<file path="src/rtl/window_collector_if.sv">
// Bundle of the producer, consumer and read-port signals of window_collector.
//
// Handshake: window_ready is the valid qualifier for window_data. There is no
// backpressure. A word is taken when window_ready=1 and the fill bank is free;
// receive rises for one cycle, on the cycle after each taken word. A word
// presented while the fill bank is still full is dropped, and overflow is set.
// win_valid/win_bank name the oldest complete window. A win_release pulse
// frees that bank, and is ignored while win_valid=0.
interface window_collector_if;
    logic [31:0] window_data;
    logic        window_ready;
    logic        stream_done;
    logic        receive;
    logic        win_valid;
    logic        win_bank;
    logic        win_release;
    logic        rd_bank;
    logic [5:0]  rd_addr;
    logic [31:0] rd_data;
    logic [15:0] win_count;
    logic        overflow;
    logic        frag_err;
    logic        all_done;

    modport master (
        output window_data, window_ready, stream_done, win_release, rd_bank, rd_addr,
        input  receive, win_valid, win_bank, rd_data, win_count, overflow, frag_err, all_done
    );

    modport slave (
        input  window_data, window_ready, stream_done, win_release, rd_bank, rd_addr,
        output receive, win_valid, win_bank, rd_data, win_count, overflow, frag_err, all_done
    );
endinterface

</file>
<file path="src/rtl/window_collector.sv">
// Ping-pong window collector. It captures WIN_WORDS-word windows into two
// banks. The oldest complete window is handed to a consumer, which releases
// it when done. Either bank can be read at any time through a registered
// read port.
module window_collector #(
    parameter int WIN_WORDS = 64
) (
    input  logic               clk,
    input  logic               rst_n,
    window_collector_if.slave  bus,
    output logic [1:0]         fsm_state
);

    typedef enum logic [1:0] {
        IDLE      = 2'd0,
        FILL      = 2'd1,
        WAIT_BANK = 2'd2
    } state_t;

    localparam logic [5:0] LAST = 6'(WIN_WORDS - 1);

    state_t      state;
    logic [1:0]  full;
    logic [1:0]  full_nxt;
    logic        fb;
    logic        ob;
    logic [5:0]  wp;
    logic [15:0] win_count;
    logic        overflow;
    logic        frag_err;
    logic        receive;
    logic        all_done;
    logic [31:0] rd_data;
    logic [31:0] mem [2][WIN_WORDS];

    logic accept;
    logic drop;
    logic complete;
    logic release_ok;
    logic frag;

    // Per-cycle decisions: take or drop the word, complete a window, release
    // a bank, and work out the full flags that follow.
    always_comb begin
        accept     = bus.window_ready && !full[fb];
        drop       = bus.window_ready && full[fb];
        complete   = accept && (wp == LAST);
        release_ok = bus.win_release && full[ob];
        // If the word that completes a window arrives with stream_done, the
        // window is whole, so this is not a fragment.
        frag       = bus.stream_done && (wp != 6'd0) && !complete;
        full_nxt   = full;
        if (release_ok) full_nxt[ob] = 1'b0;
        if (complete)   full_nxt[fb] = 1'b1;
    end

    // Bank pointers, write pointer, full flags, counters and sticky flags.
    always_ff @(posedge clk or negedge rst_n) begin
        if (!rst_n) begin
            full      <= 2'b00;
            fb        <= 1'b0;
            ob        <= 1'b0;
            wp        <= 6'd0;
            win_count <= 16'd0;
            overflow  <= 1'b0;
            frag_err  <= 1'b0;
            receive   <= 1'b0;
            all_done  <= 1'b0;
        end else begin
            full     <= full_nxt;
            receive  <= accept;
            all_done <= bus.stream_done;
            if (drop) overflow <= 1'b1;
            if (frag) frag_err <= 1'b1;
            if (release_ok) ob <= ~ob;
            if (complete) begin
                wp        <= 6'd0;
                fb        <= ~fb;
                win_count <= win_count + 16'd1;
            end else if (bus.stream_done) begin
                // Any partial window is thrown away.
                wp <= 6'd0;
            end else if (accept) begin
                wp <= wp + 6'd1;
            end
        end
    end

    // Control FSM. It tracks whether the collector is idle, filling, or
    // waiting for the consumer to free the next fill bank.
    always_ff @(posedge clk or negedge rst_n) begin
        if (!rst_n) begin
            state <= IDLE;
        end else if (bus.stream_done) begin
            state <= IDLE;
        end else begin
            case (state)
                IDLE: begin
                    if (bus.window_ready) state <= full[fb] ? WAIT_BANK : FILL;
                end
                FILL: begin
                    if (complete && full_nxt[~fb]) state <= WAIT_BANK;
                end
                WAIT_BANK: begin
                    if (!full_nxt[fb]) state <= FILL;
                end
                default: state <= IDLE;
            endcase
        end
    end

    // Window storage. The contents are not reset; the full flags say what is valid.
    always_ff @(posedge clk) begin
        if (accept) mem[fb][wp] <= bus.window_data;
    end

    // Registered read port. A read that hits the word being written in the
    // same cycle returns the previous contents.
    always_ff @(posedge clk or negedge rst_n) begin
        if (!rst_n) begin
            rd_data <= 32'd0;
        end else begin
            rd_data <= mem[bus.rd_bank][bus.rd_addr];
        end
    end

    assign bus.receive   = receive;
    assign bus.win_valid = full[ob];
    assign bus.win_bank  = ob;
    assign bus.rd_data   = rd_data;
    assign bus.win_count = win_count;
    assign bus.overflow  = overflow;
    assign bus.frag_err  = frag_err;
    assign bus.all_done  = all_done;
    assign fsm_state     = state;

endmodule

</file>
<file path="src/flat_wrapper.sv">
// flat-port wrapper written by rule: the top's interface ports become plain ports
module window_collector_flat 
#(
    parameter int WIN_WORDS = 64
)
  (clk, rst_n, fsm_state, bus_window_data, bus_window_ready, bus_stream_done, bus_win_release, bus_rd_bank, bus_rd_addr, bus_receive, bus_win_valid, bus_win_bank, bus_rd_data, bus_win_count, bus_overflow, bus_frag_err, bus_all_done);
  window_collector_if bus_i ();
  input  logic clk;
  input  logic rst_n;
  output logic [1:0] fsm_state;
  input wire logic [$bits(bus_i.window_data)-1:0] bus_window_data;
  input wire logic [$bits(bus_i.window_ready)-1:0] bus_window_ready;
  input wire logic [$bits(bus_i.stream_done)-1:0] bus_stream_done;
  input wire logic [$bits(bus_i.win_release)-1:0] bus_win_release;
  input wire logic [$bits(bus_i.rd_bank)-1:0] bus_rd_bank;
  input wire logic [$bits(bus_i.rd_addr)-1:0] bus_rd_addr;
  output wire logic [$bits(bus_i.receive)-1:0] bus_receive;
  output wire logic [$bits(bus_i.win_valid)-1:0] bus_win_valid;
  output wire logic [$bits(bus_i.win_bank)-1:0] bus_win_bank;
  output wire logic [$bits(bus_i.rd_data)-1:0] bus_rd_data;
  output wire logic [$bits(bus_i.win_count)-1:0] bus_win_count;
  output wire logic [$bits(bus_i.overflow)-1:0] bus_overflow;
  output wire logic [$bits(bus_i.frag_err)-1:0] bus_frag_err;
  output wire logic [$bits(bus_i.all_done)-1:0] bus_all_done;
  assign bus_i.window_data = bus_window_data;
  assign bus_i.window_ready = bus_window_ready;
  assign bus_i.stream_done = bus_stream_done;
  assign bus_i.win_release = bus_win_release;
  assign bus_i.rd_bank = bus_rd_bank;
  assign bus_i.rd_addr = bus_rd_addr;
  assign bus_receive = bus_i.receive;
  assign bus_win_valid = bus_i.win_valid;
  assign bus_win_bank = bus_i.win_bank;
  assign bus_rd_data = bus_i.rd_data;
  assign bus_win_count = bus_i.win_count;
  assign bus_overflow = bus_i.overflow;
  assign bus_frag_err = bus_i.frag_err;
  assign bus_all_done = bus_i.all_done;
  window_collector #(.WIN_WORDS(WIN_WORDS)) u_core (.clk(clk), .rst_n(rst_n), .bus(bus_i), .fsm_state(fsm_state));
endmodule
</file>
<file path="config.mk">
export PLATFORM = sky130hd
export DESIGN_NAME = window_collector_flat
export DESIGN_NICKNAME = d
export VERILOG_FILES = /design/src/rtl/window_collector_if.sv /design/src/rtl/window_collector.sv /design/src/flat_wrapper.sv
export SDC_FILE = /design/constraint.sdc
export NUM_CORES = 2
export LEC_CHECK = 0
export BUFFER_PORTS_ARGS = -buffer_cell sky130_fd_sc_hd__buf_2
export CORE_MARGIN = 2
export CORE_UTILIZATION = 55
export DETAILED_ROUTE_END_ITERATION = 16
export PLACE_DENSITY_LB_ADDON = 0.12
export SLEW_MARGIN = 40
export SYNTH_ARGS = -nofsm -noshare
export SYNTH_HDL_FRONTEND = slang
export SYNTH_SLANG_ARGS = --single-unit
</file>
<file path="constraint.sdc">
create_clock -name clk -period 5.6 [get_ports clk]
set_clock_uncertainty 0.05 [all_clocks]
set_input_delay 1.12 -clock clk [delete_from_list [all_inputs] [get_ports clk]]
set_output_delay 1.12 -clock clk [all_outputs]
set_load 0.01 [all_outputs]
</file>
## Yosys cells after proc, flatten, opt, wreduce, memory -nomap -nowiden

Memories as Yosys holds them, arrays and structs flattened.
Cells that the tools add are included.

| word-level totals | value |
|---|---|
| register bits | 64 |
| output and inout port bits | 56 |
| memories kept | 1 |
| input port bits | 44 |
| word-level logic and storage cells | 81 |
| memory bits (writable) | 4096 |

Memories:

| name | depth | width | read ports | clocked after memory_dff | write ports | line | text |
|---|---|---|---|---|---|---|---|
| u_core.mem | 2 | 2048 | 1 | 0 | 1 | window_collector.sv:34 | `logic [31:0] mem [2][WIN_WORDS];` |

| cells by class | value |
|---|---|
| $lt $le $gt $ge | 8 |
| equality and inequality tests | 6 |
| add/sub/neg operators | 2 |
| reduce and logical (&&, ||, !) cells | 16 |
| bitwise logic cells | 7 |
| muxes and demuxes | 30 |

Operator list:

| cell | number |
|---|---|
| 2048-bit 2-to-1 mux | 1 |
| 32-bit binary-select mux with 6-bit select | 1 |
| 32-bit demux with 6-bit select | 1 |
| 32-bit 2-to-1 mux | 3 |
| 6-bit 2-to-1 mux | 3 |
| 16-bit by 1-bit adder with 16-bit output (second input constant) | 1 |
| 7-bit >= comparator (second input constant) | 2 |
| 2-bit 2-to-1 mux | 7 |
| 6-bit inverter with 7-bit output | 2 |
| 1-bit 2-to-1 mux | 11 |
| 1-bit logical AND | 10 |
| 7-bit by 1-bit less-than comparator with 1-bit output (second input constant) | 1 |
| 6-bit by 1-bit adder with 6-bit output (second input constant) | 1 |
| 6-bit == test (second input constant) | 1 |
| 1-bit by 2-bit less-than comparator with 1-bit output (second input constant) | 3 |
| 3-bit inequality test (second input constant) | 2 |
| 2-bit one-hot mux with 3 select lines | 1 |
| 6-bit nonzero test | 1 |
| 3-bit by 2-bit inequality test with 1-bit output (second input constant) | 1 |
| 3-bit AND reduction | 1 |
| 3-bit nonzero test | 1 |
| 2-bit bitwise AND | 1 |
| 1-bit demux with 1-bit select | 2 |
| 2-bit by 1-bit == test with 1-bit output (second input constant) | 1 |
| 7 further kinds | 10 |

## Depth between registers and ports, before layout

| logic depth | value |
|---|---|
| depth after elaboration | 15 |
| depth in mapped cells | 8 |
| mapped depth without buffers | 6 |

## Least setup slack after synthesis

OpenSTA, ideal clock, no wires.

| path | value |
|---|---|
| kind | input port to flip-flop |
| start point | input port bus_rd_bank |
| end point | register u_core.rd_data[0], in the netlist u_core.bus.rd_data[0] |
| stages on the path | 7 |
| arrival | 3.672 ns |
| path buffers | 3 |
| required time | 5.425 ns |
| setup slack | 1.753 ns |
| cell sequence | buf_2 buf_2 buf_1 mux4_2 mux4_2 mux4_2 mux2_2 |

| between the ends | value |
|---|---|
| cells in the longest elaborated chain, start to end | 4 |

RTL lines:

| what | line | text |
|---|---|---|
| from (decl) | flat_wrapper.sv:15 | `input wire logic [$bits(bus_i.rd_bank)-1:0] bus_rd_bank;` |
| memory read 2 x 2048 bit | -- |  |
| 32-bit binary-select mux with 6-bit select | window_collector.sv:123 | `rd_data <= mem[bus.rd_bank][bus.rd_addr];` |
| 32-bit 2-to-1 mux (not written as such) (2 in series) | window_collector.sv:123 |  |
| to (signal assigned) | window_collector.sv:123 |  |
| to (decl) | window_collector.sv:33 | `logic [31:0] rd_data;` |

Every way passes these cells. The select of a mux whose other input is x is not followed.
A chain may end at the register's enable or synchronous reset.

## Worst setup path after layout

| path | value |
|---|---|
| start point | input port bus_rd_bank |
| end point | register u_core.rd_data[11], in the netlist u_core.bus.rd_data[11] |

Same word-level chain as after synthesis.

==> impl_metrics.yaml <==
placed_design:
  placed_cells: 10014
  port_buffers: 99
  hpwl_microns: 241000
  dp_slack_ns: 0.772
  gp_congestion: 0.835
run:
  maxCapViolCount: 0
clocking:
  post-cts-setup-buffers: 0
  cts-root-buf: "clkbuf_16"
  ctsHoldBuffers: 0
  post_cts_resize_count: 0
  h-tree-depth: 5
  cts_tree: "built"
  cts.sinks: 4160
  clk_path_buf_depth: 4
  clk_pin_slew_worst_paths_ns: 0.06
  clk_latency_ns: 0.97
  numCtsBuffers: 412
cells_and_area:
  stdcell_count: 10835
  drive_above_1_share_pct: 36.6
  syn_to_final_growth_pct: 14.1
  layout.nets: 6716
timing:
  slew_viol_final: 0
  rsz0062_at_grt: "no"
  fin_crit_sh_pct: 68.5
  max_freq_mhz: 261
  finalCriticalPeriod_ns: 3.84
  relSlewSlack_pct: 39.1
  setup_tns_ns: 0
  hold_violations: 0
  finalSetupViolations: 0
  tightestPinTransition_ns: 0.911
  fin_ws_ns: 1.76
grt:
  grt_start_max_net_pins: 97
  grt_pass1_wl_microns: 584000
  grt_overflow: 0
  grt_usage_pct: 29.2
  grt_pass1_vias: 72867
  grt_antenna_before_repair: 69
synth:
  yosysTopAreaCellShare_pct: 77.9
  synth.most_common_cell: "edfxtp_1"
  ys_ff_latch: 4160
  synthCells: 6125
  ys_async_sr_fraction_pct: 1.54
  synth_ff_type: "edfxtp_1"
  yosys-top-cells-area: "edfxtp_1 78%, mux4_2 19%, dfrtp_1 1.0%"
  syn_area_per_cell_sq_um: 25.8
  synth.distinct_cells: 42
  synth_area_sq_um: 158000
  synth_edf_count: 4096
  synth_top_cell_by_area: "edfxtp_1"
  ys_warn_count: 0
  yosys-top-cells-count: "4096 x edfxtp_1, 1344 x mux4_2, 189 x clkbuf_1, 148 x nor2_1, 71 x buf_2"
  ys_seq_area_share_pct: 78.9
  syn-num-nets: 6172
power:
  vdd_drop_max_v: 0.000258
  p_leak_uw: 0.0559
  power_density_nw_per_um2: 361
critical_path:
  crit_type: "in2reg"
  cp_max_fo: 47
  worstPathArrival_ns: 4.62
  crit_path_start_kind: "primary input"
  cp.required_ns: 6.38
  cp-end-kind: "flip-flop"
floorplanning:
  rows: 196
  die_w_microns: 540
  die_height_microns: 540
  start_util_pct: 55.3
  io_pins: 100
  fp.coreArea_sq_um: 285000
  die_area_sq_um: 291000
drt:
  dr.pass1.iters: 5
  drtIter0Drc: 11460
  wl_per_cell_microns: 39.1
  ant_nets: 0
  drt_wl_total_microns: 423000
  vias_per_cell: 6.80
  vias: 73629
  drc: 0
run_status:
  status: "finished, final reports clean"
worst_hold_path:
  min_path_type: "in2async"
cells by family after synthesis:
| group | share of synthesized area (%) |
|---|---|
| adder cells (fa/ha/maj) | 0.0238 |
| XOR/XNOR | 0.105 |
| AO/OA/AOI/OAI | 0.0880 |
| multiplexers | 19.4 |
| AND/OR/NAND/NOR | 0.576 |
| flip-flops | 78.9 |
| buffers and inverters | 0.850 |
area by class of cell:
type / count / area (sq um)
sequential: 4160 / 125000
fill: 18542 / 105000
multi-input combinational: 1638 / 33000
clock buffer: 529 / 11000
tap: 3762 / 4710
timing repair buffer: 450 / 4320
clock inverter: 231 / 2390
antenna: 58 / 145
inverter: 7 / 26.3
sequential cells by signal, summed over array words and instances, names as in the netlist:
register / cells
u_core.wp: 6
u_core.fsm_state: 2
u_core.fb: 1
u_core.bus.win_count: 16
u_core.bus.overflow: 1
u_core.full: 2
u_core.mem: 4096
u_core.bus.rd_data: 32
u_core.bus.win_bank: 1
u_core.bus.receive: 1
u_core.bus.all_done: 1
u_core.bus.frag_err: 1
final timing paths:
check,from,end,slack (ns),depth (start not counted)
setup reg to reg,u_core.full[0],u_core.mem[0][656],2.03,7
hold / removal,rst_n,u_core.bus.win_count[5],0.19,1
setup / recovery,bus_rd_bank,u_core.bus.rd_data[11],1.76,7
hold reg to reg,u_core.bus.overflow,u_core.bus.overflow,0.41,1
max in group asynchronous,rst_n,u_core.full[0],3.99,2
min in group clk,bus_win_release,u_core.bus.win_bank,0.38,2
where the power goes:
| part | switching [uW] | internal, uW | total, uW |
|---|---|---|---|
| logic | 2060 | 1270 | 3330 |
| clock network | 11700 | 15700 | 27400 |
| registers | 131 | 34300 | 34400 |
| total | 13900 | 51200 | 65100 |
critical path, cell delays in order:
cell and delay (ns):
buf_12 0.36, buf_12 0.41, buf_4 0.40, mux4_2 0.55, mux4_2 0.56, mux4_2 0.64
mux2_2 0.32
layer usage:
metal	GRT usage [%]	vias up	wire length, microns
li1	-	28027	-
met1	42.8	40813	165000
met2	45.5	4192	203000
met3	6.57	569	45100
met4	7.14	28	10500
met5	0	-	226
placed cells by master (no fill, tap or decap), types with 4 or more instances in the layout:
master and n:
a21oi_1 4, and3_1 4, buf_12 70, buf_16 5
buf_2 59, buf_4 291, buf_6 19, buf_8 6
bufinv_16 38, clkbuf_1 97, clkbuf_16 418, clkbuf_8 14
clkinv_1 77, clkinv_16 6, clkinv_2 81, clkinv_4 4
clkinv_8 6, clkinvlp_4 10, dfrtp_1 64, diode_2 58
edfxtp_1 4096, inv_1 6, inv_16 7, mux2_2 34
mux4_2 1344, nand2_1 13, nand2_2 5, nand3_1 7
nand3_2 10, nand4_1 7, nor2_1 20, nor2_4 128
nor2b_1 4, nor3_1 5, xnor2_1 13, xor2_1 6
metrics by stage:
step                      instance area, sq um  util [%]  hold slack, ns  total power, uW
after floorplan                         158000         -           0.433            36600
after global placement                  166000      58.2           0.389            38300
after detailed placement                167000      58.3           0.403            38400
after CTS                               180000      63.0           0.150            65400
after global routing                    180000      63.1           0.174            66800
final                                   180000      63.1           0.187            65100
No activity file was read; power rests on OpenSTA's default activity.
